File: config.mk
export PLATFORM = sky130hd
export DESIGN_NAME = video_ram_arbiter
export DESIGN_NICKNAME = d
export VERILOG_FILES = /design/src/rtl/video_ram_arbiter.sv
export SDC_FILE = /design/constraint.sdc
export NUM_CORES = 1
export LEC_CHECK = 0
export BUFFER_PORTS_ARGS = -buffer_cell sky130_fd_sc_hd__buf_2
export CAP_MARGIN = 40
export CORE_MARGIN = 2
export CORE_UTILIZATION = 46
export DETAILED_ROUTE_END_ITERATION = 10
export PLACE_DENSITY_LB_ADDON = 0.12
export SLEW_MARGIN = 25
export SYNTH_ARGS = -nofsm -noshare
export SYNTH_HDL_FRONTEND = slang
export SYNTH_SLANG_ARGS = --single-unit
File: constraint.sdc
create_clock -name clk -period 2.2 [get_ports clk]
set_clock_uncertainty 0.15 [all_clocks]
set_input_delay 0.33 -clock clk [delete_from_list [all_inputs] [get_ports clk]]
set_output_delay 0.33 -clock clk [all_outputs]
set_load 0.02 [all_outputs]
File: src/rtl/video_ram_arbiter.sv
`default_nettype none
// video_ram_arbiter: shares one synchronous video RAM port between the CPU and the scanout fetcher.
// Rev 1.0 - initial release.
module video_ram_arbiter #(
    parameter int ADDR_W       = 12,
    parameter int DATA_W       = 8,
    parameter int MAX_CPU_WAIT = 4
) (
    input  logic              clk,
    input  logic              reset,
    input  logic              cpuReq,
    input  logic              cpuWe,
    input  logic [ADDR_W-1:0] cpuAddr,
    input  logic [DATA_W-1:0] cpuWData,
    output logic [DATA_W-1:0] cpuRData,
    output logic              cpuAck,
    input  logic              vidReq,
    input  logic              vidUrgent,
    input  logic [ADDR_W-1:0] vidAddr,
    output logic [DATA_W-1:0] vidRData,
    output logic              vidAck,
    output logic [ADDR_W-1:0] ramAddr,
    output logic              ramWe,
    output logic [DATA_W-1:0] ramWData,
    input  logic [DATA_W-1:0] ramRData
);
    localparam int               c_CNT_W   = $clog2(MAX_CPU_WAIT + 1);
    localparam logic [c_CNT_W-1:0] c_MAX_CNT = c_CNT_W'(MAX_CPU_WAIT);

    logic                run_q;
    logic [c_CNT_W-1:0]  cpuWaitCnt_q, cpuWaitCnt_d;
    logic                cpuS1_q, cpuS2_q, vidS1_q, vidS2_q, wrS1_q, wrS2_q;
    logic                cpuAck_q, vidAck_q;
    logic [DATA_W-1:0]   cpuRData_q, vidRData_q;
    logic [ADDR_W-1:0]   ramAddr_q, ramAddr_d;
    logic                ramWe_q, ramWe_d;
    logic [DATA_W-1:0]   ramWData_q, ramWData_d;
    logic                w_cpuElig, w_vidElig, w_cpuWin, w_vidWin;

    // A requester with an access in the RAM or CAPTURE stage sits out arbitration.
    always_comb begin
        w_cpuElig = run_q & cpuReq & ~(cpuS1_q | cpuS2_q);
        w_vidElig = run_q & vidReq & ~(vidS1_q | vidS2_q);
        w_cpuWin  = w_cpuElig & (~w_vidElig | ((cpuWaitCnt_q >= c_MAX_CNT) & ~vidUrgent));
        w_vidWin  = w_vidElig & ~w_cpuWin;
    end

    always_comb begin
        cpuWaitCnt_d = cpuWaitCnt_q;
        if (!cpuReq || w_cpuWin) begin
            cpuWaitCnt_d = '0;
        end else if (w_cpuElig && (cpuWaitCnt_q < c_MAX_CNT)) begin
            cpuWaitCnt_d = cpuWaitCnt_q + c_CNT_W'(1);
        end
    end

    always_comb begin
        ramAddr_d  = ramAddr_q;
        ramWData_d = ramWData_q;
        ramWe_d    = 1'b0;
        if (w_cpuWin) begin
            ramAddr_d  = cpuAddr;
            ramWData_d = cpuWData;
            ramWe_d    = cpuWe;
        end else if (w_vidWin) begin
            ramAddr_d = vidAddr;
        end
    end

    always_ff @(posedge clk or negedge reset) begin
        if (!reset) begin
            run_q        <= 1'b0;
            cpuWaitCnt_q <= '0;
            cpuS1_q      <= 1'b0;
            cpuS2_q      <= 1'b0;
            vidS1_q      <= 1'b0;
            vidS2_q      <= 1'b0;
            wrS1_q       <= 1'b0;
            wrS2_q       <= 1'b0;
            cpuAck_q     <= 1'b0;
            vidAck_q     <= 1'b0;
            cpuRData_q   <= '0;
            vidRData_q   <= '0;
            ramAddr_q    <= '0;
            ramWe_q      <= 1'b0;
            ramWData_q   <= '0;
        end else begin
            run_q        <= 1'b1;
            cpuWaitCnt_q <= cpuWaitCnt_d;
            cpuS1_q      <= w_cpuWin;
            cpuS2_q      <= cpuS1_q;
            vidS1_q      <= w_vidWin;
            vidS2_q      <= vidS1_q;
            wrS1_q       <= w_cpuWin & cpuWe;
            wrS2_q       <= wrS1_q;
            cpuAck_q     <= cpuS2_q;
            vidAck_q     <= vidS2_q;
            ramAddr_q    <= ramAddr_d;
            ramWe_q      <= ramWe_d;
            ramWData_q   <= ramWData_d;
            // Write acks leave the CPU read register untouched.
            if (cpuS2_q && !wrS2_q) begin
                cpuRData_q <= ramRData;
            end
            if (vidS2_q) begin
                vidRData_q <= ramRData;
            end
        end
    end

    assign cpuRData = cpuRData_q;
    assign cpuAck   = cpuAck_q;
    assign vidRData = vidRData_q;
    assign vidAck   = vidAck_q;
    assign ramAddr  = ramAddr_q;
    assign ramWe    = ramWe_q;
    assign ramWData = ramWData_q;
endmodule
`default_nettype wire
==> run summary <==
Cell with the most instances after synthesis: dfrtp_1
Final HPWL DP: 2974 um
Setup slack at placement: 0.3532 ns
Ports: 85
Area of the die: 4708 um2
Site Rows: 23
Unique masters post-synth: 26
Die Ht: 68.62 um
Largest net degree at the start of global routing: 26
Synth cell count leaders: dfrtp_1, mux2_2, o221a_2, or3_1, mux2_4
Max transition margin: 61.62%
Comb power frac: 27.8%
Layout cells sized above 1: 62.67%
GRT Overall Usage: 18.68%
Mean Syn Cell Area: 15.12 um2
DR WL/cell: 14.66 um
N_diodes: 0
Cell internal pwr: 1.682 mW
Worst EP required: 2.23 ns
R2r worst-path depth: 4
RePlAce Congestion: 0.7559
Root Driver: clkbuf_8
Final wirelength: 3913 um
Initial Util: 48.01%
Final setup viols: 0
Clock transition at path regs: 0.08 ns
Vias in the first global route: 1291
Top post-synthesis cells by area: dfrtp_1, mux2_2, o221a_2
Post-synthesis sequential area ratio: 62.54%
Grt total ovfl: 0
Largest area contributor in the netlist: dfrtp_1
Setup TNS: 0 ns
Finished Layout Cells: 267
Area Overhead vs Synth: 31.40%
Final hold slack: 0.09031 ns
Post-synth EDFFs: 0
Worst hold start: cpuWe
Critical Path Slowest Stage Cell: dfrtp_1
Reg area: 1201 um2
Max-cap viol count: 0
Unrepaired setup endpoints after global routing: no
Synth Warn #: 0
Hold Crit Class: input port to register
CP cell instances: nand4bb_1 -> a21o_4 -> inv_2 -> mux2_2
Synthesized cell area: 1921 um2
# Post-CTS Setup Buffers: 0
NetSw: 0.7184 mW
Reg2Reg Setup Slack: 0.38 ns
First-pass GRT wire length: 6216 um
NumNets Final: 263
Worst EP arrival: 1.86 ns
Period utilization: 82.83%
Outcome: complete, no violations
Family with the most delay on the worst path: flip-flops
Hold Crit Depth: 2
Iter 0 DRT Violations: 47
Top cell type's share of synthesized area: 62.54%
Ys flop type: dfrtp_1
CTS sink count: 48
Flop pwr share: 46.5%
Setup Crit Path Kind: register to register
CP Capture Type: register
CP max FO: 13
Placed instance count: 258
Asr flop ratio synth: 100.0%
Vias/cell: 5.071
Syn_nets: 174
Buf/Inv on CP: 1
Tmin final: 1.822 ns
Via count: 1354
Static leakage: 1.233 nW
Clock Latency Late Sink: 0.30 ns
Multi-input logic area: 668.1 um2
Achievable Freq: 0.5488 GHz
Overall power: 2.400 mW
FILL cells: 331
Post-Syn Instances: 127
Number of buffers created by CTS: 5
Final Hold Viols: 0
WHS Endpoint: ramWe
Setup WS post-layout: 0.3777 ns
Clk pwr share: 25.7%
Core Region: 4000 um2
DR pass1 iterations: 4
Initial antenna violation count: 0
RR Startpoint: cpuS2_q
R2r endpoint: ramWData[7]
IR Drop Worst-Case VDD: 0.4772 mV
PwrDens: 951.2 nW/um2
Slowest Stage Delay on Critical Path: 0.40 ns
Switching power share of the total: 29.93%
CTS tree: built
Setup crit start kind: register
Remaining antenna violation count: 0
Port buffer count: 84
Clock buffer depth: 2
Chip width: 68.62 um
Final Max Slew Viols: 0
Slew @ Worst Pin: 0.5757 ns
H-tree levels: 2
Drt drc: 0
Synthesis-stage register bit count: 48
-- worst register-to-register path, cell delays in order (launching register included) --
cell	delay, ns
dfrtp_1	0.40
nand4bb_1	0.27
a21o_4	0.29
inv_2	0.24
mux2_2	0.37
-- worst max path at each step --
stage	to	startpoint	cells after the start	slack [ns]
after global placement	ramWData[7]	cpuReq	5	0.40
final	ramWData[7]	cpuS2_q	4	0.38
after CTS	ramWData[7]	cpuS1_q	4	0.35
after global routing	ramWData[7]	cpuS1_q	4	0.27
after floorplan	ramWData[0]	vidS2_q	6	0.53
after detailed placement	ramWData[7]	cpuReq	5	0.35
-- final cells by class --
cell class | count | area share [%]
Timing Repair Buffer | 89 | 18.74
Multi-Input combinational cell | 70 | 26.47
Clock buffer | 5 | 2.727
Sequential cell | 48 | 47.60
Tap cell | 50 | 2.479
Inverter | 2 | 0.2975
Clock inverter | 3 | 1.686
-- cells in the final DEF (no fill, tap or decap) --
cell and instances:
inv_1 1, buf_4 3, nor2b_1 2, and4bb_2 1, o21ai_1 1, nand2b_1 1, nor3b_1 1, o21ai_0 2
buf_2 84, dfrtp_1 48, mux2_4 7, a21oi_1 2, a21o_4 1, bufinv_16 1, clkbuf_8 5, and2_1 2
and4bb_4 1, a22oi_1 1, inv_2 1, nand4bb_1 1, or3_1 12, clkinv_2 1, buf_12 1, nand3_1 3
clkinvlp_4 1, dlygate4sd3_1 1, ha_1 1, o221a_2 12, nor2_1 1, conb_1 1, mux2_2 17
-- timing repair --
item                      4_1_cts  5_1_grt
hold endpoints to repair       24        0
gates resized for setup         0        0
hold buffers                    1        0
-- sequential cells by signal, indices dropped and copies added, names as in the netlist --
register      flops
ramAddr          12
cpuRData          8
ramWData          8
vidRData          8
cpuWaitCnt_q      3
cpuAck            1
cpuS1_q           1
cpuS2_q           1
ramWe             1
run_q             1
vidAck            1
vidS1_q           1
vidS2_q           1
wrS2_q            1
-- kinds of logic after synthesis --
kind of cell    count (synthesis)  share of synthesized area (%)
compound gates                 19                          9.511
fa+ha+maj                       1                         0.6514
buf+inv                         9                          2.671
flops                          48                          62.54
mux                            24                          15.44
other cells                     1                         0.1953
simple gates                   25                          8.990
-- layer usage --
layer	up-vias	wire length, um	global-route usage, %
met5	-	0	0
met4	0	53	6.750
met3	5	244	5.682
met2	51	2014	30.41
met1	654	1601	23.55
li1	644	-	-
-- power by group through the flow --
| stage | clock (mW) | combinational (mW) | sequential [mW] |
|---|---|---|---|
| after floorplan | 0 | 0.227 | 1.32 |
| after global placement | 0 | 0.662 | 1.12 |
| after detailed placement | 0 | 0.676 | 1.13 |
| after CTS | 0.633 | 0.680 | 1.12 |
| after global routing | 0.671 | 0.721 | 1.14 |
| final | 0.616 | 0.668 | 1.12 |
-- per-stage QoR --
stage / utilization (%) / area, um2
final: 63.09 / 2524
after global routing: 63.09 / 2524
after CTS: 63.09 / 2524
after detailed placement: 60.06 / 2402
after global placement: 60.06 / 2402
after floorplan: - / 1921
No activity file was read; power rests on OpenSTA's default activity.
